<file path="config.mk">
export PLATFORM = sky130hd
export DESIGN_NAME = radix4_divider
export DESIGN_NICKNAME = d
export VERILOG_FILES = /design/src/rtl/radix4_divider.sv
export SDC_FILE = /design/constraint.sdc
export NUM_CORES = 1
export LEC_CHECK = 0
export CAP_MARGIN = 0
export CORE_MARGIN = 3
export CORE_UTILIZATION = 30
export CTS_CLUSTER_DIAMETER = 40
export DETAILED_ROUTE_END_ITERATION = 7
export MAX_ROUTING_LAYER = met4
export SLEW_MARGIN = 25
export SYNTH_ARGS = -nofsm -noshare
export SYNTH_HDL_FRONTEND = slang
export SYNTH_SLANG_ARGS = --single-unit
</file>
<file path="constraint.sdc">
create_clock -name clk -period 4.8 [get_ports clk]
set_input_delay 0.48 -clock clk [delete_from_list [all_inputs] [get_ports clk]]
set_output_delay 0.48 -clock clk [all_outputs]
set_load 0.05 [all_outputs]
</file>
<file path="src/rtl/radix4_divider.sv">
// radix4_divider: sequential signed integer divider, two restoring
// subtract-shift steps (two quotient bits) per clock.
//
// Ports:
//   clk, rst_n           rising-edge clock, asynchronous active-low reset
//   start                request a division while idle (ignored when busy)
//   dividend, divisor    signed operands, captured on the accepting edge
//   busy                 division in progress
//   done                 one-cycle pulse, results valid from this cycle on
//   quotient, remainder  truncated signed results, held until next done
//   div_by_zero,overflow flags for the last completed operation
module radix4_divider #(
   parameter int WIDTH = 32
) (
   input  logic             clk,
   input  logic             rst_n,
   input  logic             start,
   input  logic [WIDTH-1:0] dividend,
   input  logic [WIDTH-1:0] divisor,
   output logic             busy,
   output logic             done,
   output logic [WIDTH-1:0] quotient,
   output logic [WIDTH-1:0] remainder,
   output logic             div_by_zero,
   output logic             overflow
);

   localparam int HALF = WIDTH / 2;
   localparam int CW   = $clog2(HALF + 1);
   localparam logic [WIDTH-1:0] MOST_NEG = {1'b1, {(WIDTH-1){1'b0}}};

   typedef enum logic [1:0] {IDLE, CALC, FIX} state_t;

   state_t           state;
   logic [WIDTH:0]   p;       // partial remainder, one spare bit for the compare
   logic [WIDTH-1:0] q;       // dividend magnitude shifting out / quotient in
   logic [WIDTH-1:0] d;       // divisor magnitude
   logic [CW-1:0]    cnt;
   logic             sign_q, sign_r;
   logic             spec_dbz, spec_ovf;

   logic [WIDTH-1:0] dvd_mag, dvs_mag;
   logic [2*WIDTH:0] s1, s2;

   // One restoring step on {P,Q}. After a step P < D <= 2^WIDTH-1, so the
   // shifted P always fits in WIDTH+1 bits.
   function automatic logic [2*WIDTH:0] step(input logic [2*WIDTH:0] pq,
                                             input logic [WIDTH-1:0] dv);
      logic [WIDTH:0]   pn;
      logic [WIDTH-1:0] qn;
      pn = {pq[2*WIDTH-1:WIDTH], pq[WIDTH-1]};
      qn = {pq[WIDTH-2:0], 1'b0};
      if (pn >= {1'b0, dv}) begin
         pn    = pn - {1'b0, dv};
         qn[0] = 1'b1;
      end
      return {pn, qn};
   endfunction

   // Negating the most-negative value yields 2^(WIDTH-1), which is the
   // correct unsigned magnitude.
   always_comb begin
      dvd_mag = dividend[WIDTH-1] ? -dividend : dividend;
      dvs_mag = divisor[WIDTH-1]  ? -divisor  : divisor;
      s1      = step({p, q}, d);
      s2      = step(s1, d);
   end

   always_ff @(posedge clk or negedge rst_n) begin
      if (!rst_n) begin
         state       <= IDLE;
         p           <= '0;
         q           <= '0;
         d           <= '0;
         cnt         <= '0;
         sign_q      <= 1'b0;
         sign_r      <= 1'b0;
         spec_dbz    <= 1'b0;
         spec_ovf    <= 1'b0;
         busy        <= 1'b0;
         done        <= 1'b0;
         quotient    <= '0;
         remainder   <= '0;
         div_by_zero <= 1'b0;
         overflow    <= 1'b0;
      end else begin
         done <= 1'b0;
         case (state)
            IDLE: if (start) begin
               sign_q   <= dividend[WIDTH-1] ^ divisor[WIDTH-1];
               sign_r   <= dividend[WIDTH-1];
               d        <= dvs_mag;
               cnt      <= '0;
               busy     <= 1'b1;
               spec_dbz <= 1'b0;
               spec_ovf <= 1'b0;
               // Special cases park their final results in P/Q and go
               // straight to FIX, which then skips the sign correction.
               if (divisor == '0) begin
                  q        <= '1;
                  p        <= {1'b0, dividend};
                  spec_dbz <= 1'b1;
                  state    <= FIX;
               end else if (dividend == MOST_NEG && divisor == '1) begin
                  q        <= MOST_NEG;
                  p        <= '0;
                  spec_ovf <= 1'b1;
                  state    <= FIX;
               end else begin
                  q     <= dvd_mag;
                  p     <= '0;
                  state <= CALC;
               end
            end
            CALC: begin
               p   <= s2[2*WIDTH:WIDTH];
               q   <= s2[WIDTH-1:0];
               cnt <= cnt + 1'b1;
               if (cnt == CW'(HALF - 1)) state <= FIX;
            end
            FIX: begin
               done        <= 1'b1;
               busy        <= 1'b0;
               state       <= IDLE;
               div_by_zero <= spec_dbz;
               overflow    <= spec_ovf;
               if (spec_dbz || spec_ovf) begin
                  quotient  <= q;
                  remainder <= p[WIDTH-1:0];
               end else begin
                  quotient  <= sign_q ? -q : q;
                  remainder <= sign_r ? -p[WIDTH-1:0] : p[WIDTH-1:0];
               end
            end
            default: state <= IDLE;
         endcase
      end
   end

endmodule

</file>
==> impl_results.md <==
* Final WS setup at -0.304 ns
* Final setup violation count at 33
* Tmin final at 5.10 ns
* Syn nets at about 1800
* Worst hold-check path type: in2async
* Most used routing layer: met2
* # rows at 76
* Yosys synthesis warning count at 0
* Failing checks: negative setup slack
* XOR/XNOR Fraction of Synth Area at 11.4%
* Crit. End Element: register
* CTS Hold Bufs at 0
* Max-Cap Viols at 0
* Layout area overhead at 40.5%
* CTS max path bufs at 2
* Unrepaired setup endpoints after global routing: yes
* Ratio of cells with drive above 1 in the final layout at 22.7%
* Worst Path Max Fanout at 7
* RD Place Congestion at 0.953
* Port Buffers at 134
* Worst Skew at 0.0132 ns
* #FFs+latches synth at between 150 and 200
* Final Hold Viols at 0
* Total CTS buffers at 17
* Worst Reg-to-Reg Cells at 26
* Main combinational cell family by area after synthesis: compound AO/OA/AOI/OAI gates
* H-Tree Depth at 4
* Grt met3 use at 2.68%
* Status: finished, violations left
* Reg-to-reg endpoint: p[4]
* Startpoint Class: register
* Critical path type: reg2reg
* DRT Pass-1 Iters at 5
* Most frequent cells in the layout: 313 x buf_4, 203 x nand2_1, 182 x o21ai_0, 174 x dfrtp_1, 133 x clkdlybuf4s50_1
* Area of the multi-input gates at between 8000 and 9000 um2
* Remaining DRCs at 0
* CTS tree: done
* Drt total wl at between 40000 and 50000 um
* Mapped Cells at approximately 1600
* Period utilization at 106%
* Die area at 46800 um2
* EDFF count, synth at 0
* Async SR Flop Fraction at 100%
* Synth Cell Area at 13300 um2
* Vias at between 10000 and 15000
* Initial Util at 30.6%
* Max-slew violation count at 0
* Adder-Cell Fraction of Synth Area at roughly 7%
* Core Area at between 40000 and 50000 um2
* First-pass GRT wire length at about 74000 um
* Worst R2R Setup Slack at -0.30 ns
* Clock-pin slew of the registers on the worst-case setup and hold paths at around 0.07 ns
* Final #Nets at 2157
* Critical-path top delay cell: dfrtp_1
* Met1 Usage GRT at 29.5%
* WP data required at 5.11 ns
* Synth Area in Simple Gates at around 18%
* Worst setup path startpoint: q[31]
* Overall global routing resource usage at about a fifth
* Hpwl dp at 38000 um
* Netlist cell types at between 70 and 80
* Global Route met2 Usage at 31.5%
* Post-synth top flop: dfrtp_1
* DR iter-0 viols at ~1000
* Worst skew pair latency at 0.46 ns
* Commonest non-fill, non-tap cell in the layout: buf_4
* Fillers at about 4400
* Syn Area/Cell at 8.23 um2
* Clock sinks at roughly 180
* Slew @ Worst Pin at between 0.9 and 1 ns
* Placement Setup Slack at -0.596 ns
* DRT antenna net count at 0
* Mux contribution to synthesized area at 2.08%
* Share of the yosys chip area belonging to registers at about a third
* Die Y at around 220 um
* Core Util, Final at 43.0%
* Crit path largest cell delay at 0.39 ns
* Synth Area in Compound Gates at roughly a quarter
* Final Non-Filler Cells at 2615
* Vias in the first global route at ~13000
* Pin count of the biggest net entering global routing at a little under 100
* GRT overflow at 0
* Fmax at around 200 MHz
* WL/cell at roughly 18 um
* Rel. slew slack at between 30% and 40%
* Data arrival, critical path at ~5.4 ns
* Boundary pin count at ~140
* Clock root buffer: clkbuf_16
* FF/Latch Area at 4380 um2
* Placed instance count at around 2600
* Initial antenna violation count at 0
* Post-DR vias/cell at 5.20
* Number of inserted diodes at 0
* Die X at roughly 220 um
* Reg2reg start: q[31]
state kept, by name (all words and copies together) (netlist names):
| register | flops |
|---|---|
| sign_q | 1 |
| done | 1 |
| div_by_zero | 1 |
| spec_ovf | 1 |
| remainder | 32 |
| sign_r | 1 |
| d | 32 |
| q | 32 |
| cnt | 5 |
| overflow | 1 |
| quotient | 32 |
| busy | 1 |
| p | 32 |
| state | 2 |
| spec_dbz | 1 |
routing by layer:
layer / vias up / routed length [um]
met4: 0 / 769
met2: 382 / 21000
met5: - / 0
met3: 41 / 2480
met1: 6549 / 23500
li1: 6635 / -
how the worst max path moves through the flow:
stage | end | cells after the start
global route | p[26] | 25
floorplan | p[28] | 21
detailed placement | p[27] | 24
global placement | p[27] | 24
CTS | p[4] | 26
finish | p[4] | 26
final cells by class:
| class | count | share of cell area (%) |
|---|---|---|
| multi-input cells | 1299 | 47.2 |
| flip-flops and latches | 175 | 23.5 |
| repair buffers | 459 | 20.8 |
| well taps | 585 | 3.93 |
| clock buffers | 19 | 2.38 |
| inverters | 65 | 1.31 |
| clock inverters | 13 | 0.933 |
cells in the mapped netlist, types with 16 or more instances:
cell type,n,area share [%]
clkbuf_1,62,1.8
inv_1,65,1.8
o21a_1,20,1.1
o31ai_1,27,1.5
xor2_1,93,6.1
o21ai_0,211,8.0
nor3_1,19,0.72
nor4_1,19,0.90
nand3_1,30,1.1
nand2_1,206,5.8
nand4_1,17,0.80
ha_1,71,6.7
a21o_1,25,1.4
a22oi_1,27,1.5
o22ai_1,23,1.1
nand2b_1,26,1.2
o41ai_1,16,1.1
xnor2_1,79,5.2
nor2_1,93,2.6
dfrtp_1,175,33
a21oi_1,104,3.9
mux2i_1,22,1.7
per-stage QoR:
stage          cell area, um2  hold slack (ns)  setup TNS, ns
6_report                18600            0.114          -6.99
5_1_grt                 18600            0.176         -14.43
4_1_cts                 18400            0.139         -10.31
3_5_place_dp            17400            0.470         -14.49
3_3_place_gp            17400            0.463         -11.81
2_1_floorplan           13400            0.184              0
kinds of logic (layout without fill, tap and decap cells):
family	count (synthesis)	after routing
flops	175	175
fa+ha+maj	73	73
simple gates	494	494
xor+xnor	172	172
compound gates	533	533
mux	27	27
buf+inv	138	556
critical path, delay by kind of cell, from the launching register on:
family / cells / cell delay (ns)
adders and majority gates: 3 / 0.78
xor gates and xnor gates: 1 / 0.14
DFF: 1 / 0.39
buffers and inverters: 6 / 0.63
AOI/OAI and AO/OA: 10 / 2.10
muxes: 1 / 0.19
and+or+nand+nor: 5 / 0.72
timing repair:
action                                  in CTS  in global routing
pin swaps                                   34                 26
setup buffers                               19                  5
endpoints found under the setup margin      33                 33
gates resized for setup                     66                 44
hold endpoints to repair                     0                  0
Power is left out: the tool's default activity adds up to more than one toggle a clock period on the data nets, which glitch-free logic cannot reach.
